===== config.mk =====
export PLATFORM = sky130hd
export DESIGN_NAME = nx_msg_packer
export DESIGN_NICKNAME = d
export VERILOG_FILES = /design/src/rtl/nx_msg_packer.sv
export SDC_FILE = /design/constraint.sdc
export NUM_CORES = 1
export LEC_CHECK = 0
export ABC_AREA = 1
export CORE_UTILIZATION = 55
export CTS_BUF_LIST = sky130_fd_sc_hd__clkbuf_16
export CTS_CLUSTER_DIAMETER = 80
export DETAILED_ROUTE_END_ITERATION = 7
export GPL_TIMING_DRIVEN = 1
export PLACE_DENSITY = 0.82
export SKIP_LAST_GASP = 1
export SYNTH_ARGS = -nofsm -noshare
export SYNTH_HDL_FRONTEND = slang
export SYNTH_SLANG_ARGS = --single-unit

===== constraint.sdc =====
create_clock -name clk_i -period 5.6 [get_ports clk_i]
set_input_delay 0.84 -clock clk_i [delete_from_list [all_inputs] [get_ports clk_i]]
set_output_delay 0.84 -clock clk_i [all_outputs]
set_load 0.02 [all_outputs]

===== src/rtl/nx_msg_packer.sv =====
// Packs 31-bit Nexus messages into AXI4-stream beats. Each beat carries one
// 32-bit slot per message, and a beat is closed when it is full, on a flush, or after an idle timeout.
module nx_msg_packer #(
  parameter int AXI4_DATA_WIDTH = 128,
  parameter int AXI4_STRB_WIDTH = AXI4_DATA_WIDTH / 8,
  parameter int TIMEOUT         = 16
) (
  input  logic                       clk_i,
  input  logic                       rst_i,
  input  logic [30:0]                ib_nx_data_i,
  input  logic                       ib_nx_valid_i,
  output logic                       ib_nx_ready_o,
  input  logic                       flush_i,
  output logic [AXI4_DATA_WIDTH-1:0] ob_axi4s_tdata_o,
  output logic [AXI4_STRB_WIDTH-1:0] ob_axi4s_tkeep_o,
  output logic                       ob_axi4s_tlast_o,
  output logic                       ob_axi4s_tvalid_o,
  input  logic                       ob_axi4s_tready_i,
  output logic                       idle_o
);

  localparam int SLOTS = AXI4_DATA_WIDTH / 32;
  localparam int CNT_W = $clog2(SLOTS + 1);
  localparam int IDX_W = $clog2(SLOTS);
  localparam logic [CNT_W-1:0] FULL = CNT_W'(SLOTS);
  localparam logic [7:0]       TMO  = 8'(TIMEOUT);

  logic [30:0]                slot_p0 [SLOTS];
  logic [CNT_W-1:0]           cnt_p0;
  logic [CNT_W-1:0]           cnt_nxt;
  logic [7:0]                 idle_cnt_p0;
  logic                       flush_pend_p0;
  logic                       flush_pend_nxt;
  logic [AXI4_DATA_WIDTH-1:0] tdata_p1;
  logic [AXI4_STRB_WIDTH-1:0] tkeep_p1;
  logic                       tlast_p1;
  logic                       vld_p1;
  logic                       close_beat;
  logic                       xfer;
  logic                       accept;
  logic [IDX_W-1:0]           wr_idx;
  logic [AXI4_DATA_WIDTH-1:0] pack_data;
  logic [AXI4_STRB_WIDTH-1:0] pack_keep;

  function automatic logic [7:0] sat_inc(input logic [7:0] v, input logic [7:0] lim);
    return (v >= lim) ? lim : v + 8'd1;
  endfunction

  assign close_beat = (cnt_p0 == FULL) ||
                      ((cnt_p0 != '0) && (idle_cnt_p0 == TMO)) ||
                      ((cnt_p0 != '0) && flush_pend_p0);
  assign xfer          = close_beat && (!vld_p1 || ob_axi4s_tready_i);
  assign ib_nx_ready_o = (cnt_p0 < FULL) || xfer;
  assign accept        = ib_nx_valid_i && ib_nx_ready_o;

  // A message arriving while the buffer drains lands in slot 0 of the fresh buffer.
  assign wr_idx  = xfer ? '0 : cnt_p0[IDX_W-1:0];
  assign cnt_nxt = xfer ? CNT_W'(accept) : cnt_p0 + CNT_W'(accept);

  assign flush_pend_nxt = ((flush_pend_p0 && !xfer) || flush_i) && (cnt_nxt != '0);

  always_comb begin
    pack_data = '0;
    pack_keep = '0;
    for (int k = 0; k < SLOTS; k++) begin
      if (CNT_W'(k) < cnt_p0) begin
        pack_data[32*k +: 32] = {1'b1, slot_p0[k]};
        pack_keep[4*k +: 4]   = 4'hF;
      end
    end
  end

  // ---- stage p0: fill buffer ----
  always_ff @(posedge clk_i) begin
    if (accept) begin
      slot_p0[wr_idx] <= ib_nx_data_i;
    end
  end

  always_ff @(posedge clk_i) begin
    if (rst_i) begin
      cnt_p0        <= '0;
      idle_cnt_p0   <= '0;
      flush_pend_p0 <= 1'b0;
    end else begin
      cnt_p0        <= cnt_nxt;
      flush_pend_p0 <= flush_pend_nxt;
      if (accept || xfer) begin
        idle_cnt_p0 <= '0;
      end else if (cnt_p0 != '0) begin
        idle_cnt_p0 <= sat_inc(idle_cnt_p0, TMO);
      end
    end
  end

  // ---- stage p1: output register ----
  always_ff @(posedge clk_i) begin
    if (rst_i) begin
      vld_p1   <= 1'b0;
      tdata_p1 <= '0;
      tkeep_p1 <= '0;
      tlast_p1 <= 1'b0;
    end else if (xfer) begin
      vld_p1   <= 1'b1;
      tdata_p1 <= pack_data;
      tkeep_p1 <= pack_keep;
      // A short beat can only have closed on flush or timeout.
      tlast_p1 <= flush_pend_p0 || (cnt_p0 != FULL);
    end else if (ob_axi4s_tready_i) begin
      vld_p1   <= 1'b0;
    end
  end

  assign ob_axi4s_tdata_o  = tdata_p1;
  assign ob_axi4s_tkeep_o  = tkeep_p1;
  assign ob_axi4s_tlast_o  = tlast_p1;
  assign ob_axi4s_tvalid_o = vld_p1;
  assign idle_o            = (cnt_p0 == '0) && !vld_p1;

endmodule


; ---- Yosys cells after proc, flatten, opt, wreduce, memory -nomap -nowiden
; Memories as Yosys holds them, arrays and structs flattened. A register that Yosys moved wholly into a read port is not among the register bits.
; Cells that the tools add are included.
[classes]
mux = 15
order_cmp = 6
n_eq_ne = 3
n_reduce_logical = 21
n_addsub = 2
[op_table]
columns = cell, n
row1 = 32-bit two-way mux, 4
row2 = 4-bit two-way mux, 4
row3 = "8-bit by 1-bit adder with 8-bit output, second input constant", 1
row4 = "8-bit by 5-bit equality test with 1-bit output, second input constant", 1
row5 = "8-bit by 5-bit greater-or-equal comparator with 1-bit output, second input constant", 1
row6 = 8-bit two-way mux, 1
row7 = 1-bit logical AND, 7
row8 = 1-bit logical OR, 7
row9 = "1-bit by 3-bit < comparator with 1-bit output, first input constant", 2
row10 = "2-bit by 3-bit < comparator with 1-bit output, first input constant", 2
row11 = 3-bit nonzero test, 2
row12 = 1-bit two-way mux, 4
row13 = 3-bit by 1-bit adder with 3-bit output, 1
row14 = "3-bit equality test, second input constant", 1
row15 = 3-bit zero test, 1
row16 = "3-bit < comparator, second input constant", 1
row17 = 3-bit two-way mux, 1
row18 = "3-bit inequality test, second input constant", 1
row19 = 1-bit zero test, 2
row20 = 2-bit two-way mux, 1
row21 = 2-bit nonzero test, 1
row22 = 2-bit OR reduction, 1
[word_totals]
register_bits = 158
mem_bits_rw = 124
inputBits = 36
out_inout_bits = 148
n_memories = 1
elab_cells = 55
[memory_table]
columns = memory, words, width, rd, rd_clocked_by_memory_dff, write_ports, line
row1 = slot_p0, 4, 31, 4, 1, 1, 28  ; logic [30:0] slot_p0 [SLOTS];

; ---- Logic depth before layout (Yosys ltp)
; Gate-level depths: netlist of run 1.
[logic_depth]
word_depth = 11
mapped_depth = 19
depth_no_buf = 19

; ---- Least setup slack after synthesis of run 1
; OpenSTA, ideal clock, no wires.
[synth_path]
kind = input port to flip-flop
startpoint = input ob_axi4s_tready_i
endpoint = memory slot_p0[1][0], enable pin
slack_ps = 1539
path_buffers = 0
path_stages = 6
setup_ps = 458
required_time_ps = 5142
arrival_ps = 3603
cell_sequence = nor2_1 inv_1 nand2_4 nand2_1 nand2_1 nor3_1
[synth_between]
elab_chain_len = 6
elab_cells_between_ends = 7
classes_between = 3 x mux / 4 x reduce/logical
[synth_rtl]
columns = item, line
row1 = from (decl), 18  ; input logic ob_axi4s_tready_i,
row2 = 1-bit logical OR, 52  ; assign xfer = close_beat && (!vld_p1 || ob_axi4s_tready_i);
row3 = 1-bit logical AND, 52
row4 = 1-bit logical OR, 53  ; assign ib_nx_ready_o = (cnt_p0 < FULL) || xfer;
row5 = via ib_nx_ready_o, 12  ; output logic ib_nx_ready_o,
row6 = 1-bit logical AND, 54  ; assign accept = ib_nx_valid_i && ib_nx_ready_o;
row7 = 1-bit two-way mux, 75  ; if (accept) begin
row8 = 1-bit two-way mux (implied by the code), 76  ; slot_p0[wr_idx] <= ib_nx_data_i;
row9 = to (decl), 28
; The timed path passes the listed nets, and every way through them passes these cells.

; ---- Worst setup path in the final report of run 1
[layout_path]
startpoint = register cnt_p0[2]
endpoint = output ib_nx_ready_o
[layout_between]
elab_chain_len = 6
elab_cells_between_ends = 9
classes_between = 1 x order compare / 1 x eq/ne / 7 x reduce/logical
[layout_rtl]
columns = item, line
row1 = from (decl), 29  ; logic [CNT_W-1:0] cnt_p0;
row2 = from (signal assigned), 86  ; cnt_p0 <= cnt_nxt;
row3 = 3-bit nonzero test, "50, 51"
row4 = 1-bit logical AND, 50  ; ((cnt_p0 != '0) && (idle_cnt_p0 == TMO)) ||
row5 = 1-bit logical OR, 49  ; assign close_beat = (cnt_p0 == FULL) ||
row6 = 1-bit logical OR, 50
row7 = 1-bit logical AND, 52
row8 = 1-bit logical OR (*), 53
row9 = to (decl), 12
; Every way passes the cells marked *; elsewhere a longest branch is shown, timed or not.

==> results.ini, run 1 <==
[hold_path]
hold_class=reg2reg
hp-start=slot_p0[0][1]$_DFFE_PP_

[sta]
setup_violations=0
clock_skew_ps=27.29
slew_violations=0
fin_crit_sh_pct=68.36
fin_setup_tns_ps=0
fin_crit_ps=3828
hold_viol=0
whs_ps=439.8
clock.fmax_mhz=261.2
rsz0062_at_grt=false
slew_headroom_pct=27.14
worst_pin_slew_ps=1090

[drt]
drt-total-wl_um=19570
wl_per_cell_um=16.32
dr.pass1.iters=5
antenna_left=0
dr_total_vias=6198
drtIter0Drc=399
via_per_inst=5.169
drc=0

[layout]
antenna-diode-count=0
drive_gt1_share_pct=6.104
n_fill_cell=1109
syn2layout_area_growth_pct=29.60
design_area_um2=11730
nNetsFinal=1003

[synth]
synth_area_leaders=edfxtp_1 (41%), dfxtp_1 (31%), nand2_1 (13%)
synth_top_area_share_pct=41.14
synthArstFlopShare_pct=0
ys.flop_type=dfxtp_1
yosys.area.top_type=edfxtp_1
yosysSeqAreaShare_pct=72.56
syn_area_per_cell_um2=11.30
syn_inst=801
synthesis.nets=841
synthTopCellsByCount=nand2_1 (307), dfxtp_1 (142), edfxtp_1 (124)
synthesis.area_um2=9050
ys.warnings.count=0
synth.most_common_cell=nand2_1
ys_types=29
synth-seq-cells=266
synth-edff-count=124

[power_and_ir_drop]
power.static_leakage_nw=4.743
p_per_area_nw_per_um2=364.9
vdd_drop_max_mv=0.3462

[floorplanning]
rows=46
dieArea_um2=16970
initial_core_util_pct=56.56
io_pins=184
dieWidth_um=130.3
coreArea_um2=16000
die_y_um=130.3

[clock_network]
cts_tree=built
postCtsHoldBufs=0
cts.sinks=266
clk_path_buf_depth=3
cts_htree_levels=1
root_buffer=clkbuf_16
cts_resized=0
numCtsBuffers=26
cts_setup_buffers=0
cts.clk_slew.worst_paths_ps=60
insertion_delay_ps=530

[job]
maxCapViolCount=0

[grt]
grt_max_degree=66
grt_overflow=0
grt_pass1_wl_um=30190
grt_pass1_vias=5849
antenna_found_initial=0
grt_usage_pct=23.25

[setup_path]
slowest_delay_ps=910
setup.worst_path.end_class=output pin
crit_chain=nor2_2, nand2_1, nand3_1, nand3_4, nand2_4, nand2_1, clkdlybuf4s50_1
worstPathArrival_ps=2990
startpoint=cnt_p0[2]$_SDFF_PP0_
rr_startpoint=cnt_p0[2]$_SDFF_PP0_
crit_fanout=37
crit_required_ps=4760
cpMostUsedCell=nand2_1
critPathLaunchType=register
worstSetupPathType=reg2out
critPathSlowestCell=dfxtp_2

[placement]
place_hpwl_um=11990
routabilityCongestion=0.7713
place_area_um2=10850
portBuffers=183

[status]
status=finished clean

[sequential cells by signal, summed over array words and instances, names as in the netlist]
signal,cells
ob_axi4s_tdata_o,127
slot_p0,124
idle_cnt_p0,8
cnt_p0,3
flush_pend_p0,1
ob_axi4s_tkeep_o,1
ob_axi4s_tlast_o,1
ob_axi4s_tvalid_o,1
[worst max-delay path, delay by kind of cell (launching register included)]
family / cells / cell delay (ps)
buf+inv: 1 / 640
flops: 1 / 910
simple gates: 6 / 910
[metal layers]
metal | track usage (%) | up-vias | routed length (um)
met5 | 0 | - | 0
met4 | 6.840 | 0 | 404
met3 | 4.346 | 29 | 1110
met2 | 39.99 | 204 | 9762
met1 | 30.04 | 2976 | 8296
li1 | - | 2989 | -
[kinds of logic after synthesis]
group / Yosys count / synth area share [%]
XOR/XNOR: 1 / 0.09680
AND/OR/NAND/NOR: 443 / 20.89
adder cells (fa/ha/maj): 4 / 0.5530
buffers and inverters: 78 / 5.267
AO/OA/AOI/OAI: 9 / 0.6361
flip-flops: 266 / 72.56
[metrics by stage]
step | power [mW] | utilization (%) | std cells | setup slack, ps
final | 4.280 | 73.30 | 1199 | 1772
after global routing | 4.414 | 73.30 | 1199 | 1594
after CTS | 4.304 | 73.30 | 1199 | 1790
after detailed placement | 2.573 | 67.82 | 1151 | 2242
after global placement | 2.564 | 67.82 | 1151 | 2303
after floorplan | 2.437 | - | 801 | 1539
[layout make-up]
class | instances | area (um^2) | share of cell area (%)
Inverter | 21 | 81.33 | 0.6934
Multi-Input combinational cell | 457 | 2041 | 17.40
Clock inverter | 22 | 226.5 | 1.931
Tap cell | 216 | 270.3 | 2.304
Clock buffer | 26 | 650.6 | 5.547
Timing Repair Buffer | 191 | 1892 | 16.13
Sequential cell | 266 | 6568 | 56.00
[path summary, 6_finish.rpt]
path                                       to  slack [ps]  cells after the start
min          ob_axi4s_tdata_o[1]$_SDFFE_PP0P_         440                      2
min reg2reg  ob_axi4s_tdata_o[1]$_SDFFE_PP0P_         440                      2
max                             ib_nx_ready_o        1770                      7
max reg2reg          slot_p0[0][28]$_DFFE_PP_        2230                      8
[where the power goes]
part	switching, mW	total (mW)	internal (mW)
Sequential	0.0383	2.18	2.14
Clock	0.713	1.75	1.03
Combinational	0.241	0.355	0.114
Total	0.993	4.28	3.29
[layout by cell type (no fill, tap or decap), types with 8 or more instances in the layout]
cell	count
nand2_1	307
nand3_1	69
dfxtp_1	141
edfxtp_1	124
clkdlybuf4s50_1	183
clkbuf_16	26
nor2_1	20
buf_4	8
inv_1	28
nand4_1	32
(Power assumes the default switching activity.)
==> run 2, diff against run 1 <==
--- a/config.mk
+++ b/config.mk
@@ -6,12 +6,12 @@
 export NUM_CORES = 1
 export LEC_CHECK = 0
 export ABC_AREA = 1
-export CORE_UTILIZATION = 55
+export CORE_UTILIZATION = 46
 export CTS_BUF_LIST = sky130_fd_sc_hd__clkbuf_16
 export CTS_CLUSTER_DIAMETER = 80
 export DETAILED_ROUTE_END_ITERATION = 7
 export GPL_TIMING_DRIVEN = 1
-export PLACE_DENSITY = 0.82
+export PLACE_DENSITY = 0.73
 export SKIP_LAST_GASP = 1
 export SYNTH_ARGS = -nofsm -noshare
 export SYNTH_HDL_FRONTEND = slang
==> constraint.sdc (replaced) <==
create_clock -name clk_i -period 3.4 [get_ports clk_i]
set_input_delay 0.51 -clock clk_i [delete_from_list [all_inputs] [get_ports clk_i]]
set_output_delay 0.51 -clock clk_i [all_outputs]
set_load 0.02 [all_outputs]
==> results.ini, run 2 (same netlist as run 1, synthesis figures left out) <==
[floorplanning]
rows=50  ; +8.7%
die_y_um=142.3  ; +9.2%
dieWidth_um=142.3  ; +9.2%
dieArea_um2=20240  ; +19%
coreArea_um2=19020  ; +19%
initial_core_util_pct=47.59  ; -9.0 points
io_pins=184  ; unchanged

[setup_path]
worstSetupPathType=reg2out
crit_required_ps=2890  ; -1870 ps
crit_fanout=11  ; -70%
critPathLaunchType=register
rr_startpoint=cnt_p0[0]$_SDFF_PP0_
reg2reg_slack_ps=760  ; -1470 ps
rr_endpoint=flush_pend_p0$_SDFF_PP0_
setup.worst_path.end_class=output pin
worstPathArrival_ps=2490  ; -500 ps
reg2regPathDepth=17  ; +9

[hold_path]
worstHoldPathCells=2  ; unchanged
hold_class=reg2reg
hold_path_end=ob_axi4s_tdata_o[8]$_SDFFE_PP0P_
hp-start=slot_p0[0][8]$_DFFE_PP_

[drt]
antenna_left=0  ; unchanged
dr_total_vias=6108  ; -1.5%
drtIter0Drc=429  ; +7.5%
dr.pass1.iters=5  ; unchanged
drc=0  ; unchanged
wl_per_cell_um=15.77  ; -3.4%
drt-total-wl_um=19720  ; +0.77%
via_per_inst=4.882  ; -5.5%

[placement]
portBuffers=183  ; unchanged
dp_cells=1202  ; +4.4%
place_hpwl_um=12250  ; +2.1%
routabilityCongestion=0.7531  ; -2.4%
pre_cts_ws_ps=606.3  ; -1635 ps

[job]
maxCapViolCount=0  ; unchanged

[power_and_ir_drop]
p_per_area_nw_per_um2=599.6  ; +64%
p_total_mw=7.110  ; +66%
vdd_drop_max_mv=0.4002  ; +16%
power.static_leakage_nw=4.770  ; +0.56%

[layout]
final_core_util_pct=62.36  ; -11 points
largest_reg_flops=127  ; unchanged
drive_gt1_share_pct=7.265  ; +1.2 points
n_fill_cell=1535  ; +38%
nNetsFinal=1011  ; +0.80%
fin_cells=1251  ; +4.3%
layout_common_cells=nand2_1 (307), clkdlybuf4s50_1 (183), dfxtp_1 (141)
layout_commonest_cell=nand2_1
syn2layout_area_growth_pct=31.04
antenna-diode-count=0  ; unchanged

[clock_network]
cts_htree_levels=1  ; unchanged
clk_path_buf_depth=3  ; unchanged
cts_setup_buffers=0  ; unchanged
cts.sinks=266  ; unchanged
root_buffer=clkbuf_16
postCtsHoldBufs=0  ; unchanged
cts_resized=0  ; unchanged
numCtsBuffers=27  ; +3.8%
cts.clk_slew.worst_paths_ps=60  ; about the same
insertion_delay_ps=510  ; -20 ps
cts_tree=built

[grt]
grt_overflow=0  ; unchanged
antenna_found_initial=0  ; unchanged
grt_max_degree=91  ; +38%
grt_usage_pct=19.56  ; -3.7 points
grt_pass1_wl_um=30940  ; +2.5%
grt_pass1_vias=5872  ; +0.39%

[sta]
rsz0062_at_grt=false
whs_ps=437.2  ; -2.595 ps
clock.fmax_mhz=333.8
setup_violations=0  ; unchanged
worst_pin_slew_ps=877.9  ; -212.4 ps
slew_headroom_pct=41.32  ; +14 points
clock_skew_ps=5.570  ; -21.72 ps
slew_violations=0  ; unchanged
fin_crit_sh_pct=88.10
fin_crit_ps=2995
setup_slack_ps=404.5  ; -1368 ps
hold_viol=0  ; unchanged

[status]
status=finished clean

[run 2: cell count changes in the layout (fill, tap and decap cells not counted)]
cell / previous run / this run
clkbuf_16: 26 / 27
clkinvlp_4: 1 / 2
clkinv_4: 1 / 0
clkinv_8: 2 / 0
clkinv_2: 4 / 9
inv_6: 0 / 1
clkinv_1: 2 / 5
buf_12: 0 / 1
inv_1: 28 / 21
buf_4: 8 / 14
[run 2: cell type report]
class	count	area [um^2]	area share, %
sequential	266	6568	55.38
multi-input combinational	457	2041	17.21
timing repair buffer	198	1957	16.50
clock buffer	27	675.6	5.697
tap	260	325.3	2.743
clock inverter	22	211.5	1.783
inverter	21	81.33	0.6858
[run 2: worst max-delay path, stage by stage, from the launching register on]
cell and delay, ps:
dfxtp_1 400, inv_1 120, nand2_1 310, nand3_1 180
nand3_4 110, nand2_4 100, nand2_1 100, clkdlybuf4s50_1 650
[run 2: worst max path at each step]
| stage | startpoint | endpoint | slack, ps |
|---|---|---|---|
| floorplan | idle_cnt_p0[0]$_SDFFE_PP0P_ | slot_p0[1][0]$_DFFE_PP_ | -540 |
| global placement | ob_axi4s_tready_i | flush_pend_p0$_SDFF_PP0_ | 680 |
| detailed placement | ob_axi4s_tready_i | flush_pend_p0$_SDFF_PP0_ | 610 |
| CTS | cnt_p0[0]$_SDFF_PP0_ | ib_nx_ready_o | 380 |
| global route | cnt_p0[0]$_SDFF_PP0_ | ib_nx_ready_o | 240 |
| finish | cnt_p0[0]$_SDFF_PP0_ | ib_nx_ready_o | 400 |
[run 2: metal layers]
layer	vias to the layer above	GRT usage, %	part of all wire, %
met5	-	0	0
met4	0	5.263	1.8
met3	27	3.634	5.6
met2	186	32.51	48
met1	2905	26.30	44
li1	2990	-	-
[run 2: per-stage QoR]
| stage | setup TNS [ps] | instance area, um^2 |
|---|---|---|
| finish | 0 | 11860 |
| global route | 0 | 11860 |
| CTS | 0 | 11860 |
| detailed placement | 0 | 10970 |
| global placement | 0 | 10970 |
| floorplan | -50270 | 9050 |
[run 2: report_power, final]
group / internal, mW / switching, mW / total, mW
logic: 0.199 / 0.410 / 0.609
registers: 3.52 / 0.0576 / 3.58
clock network: 1.75 / 1.17 / 2.92
total: 5.47 / 1.64 / 7.11
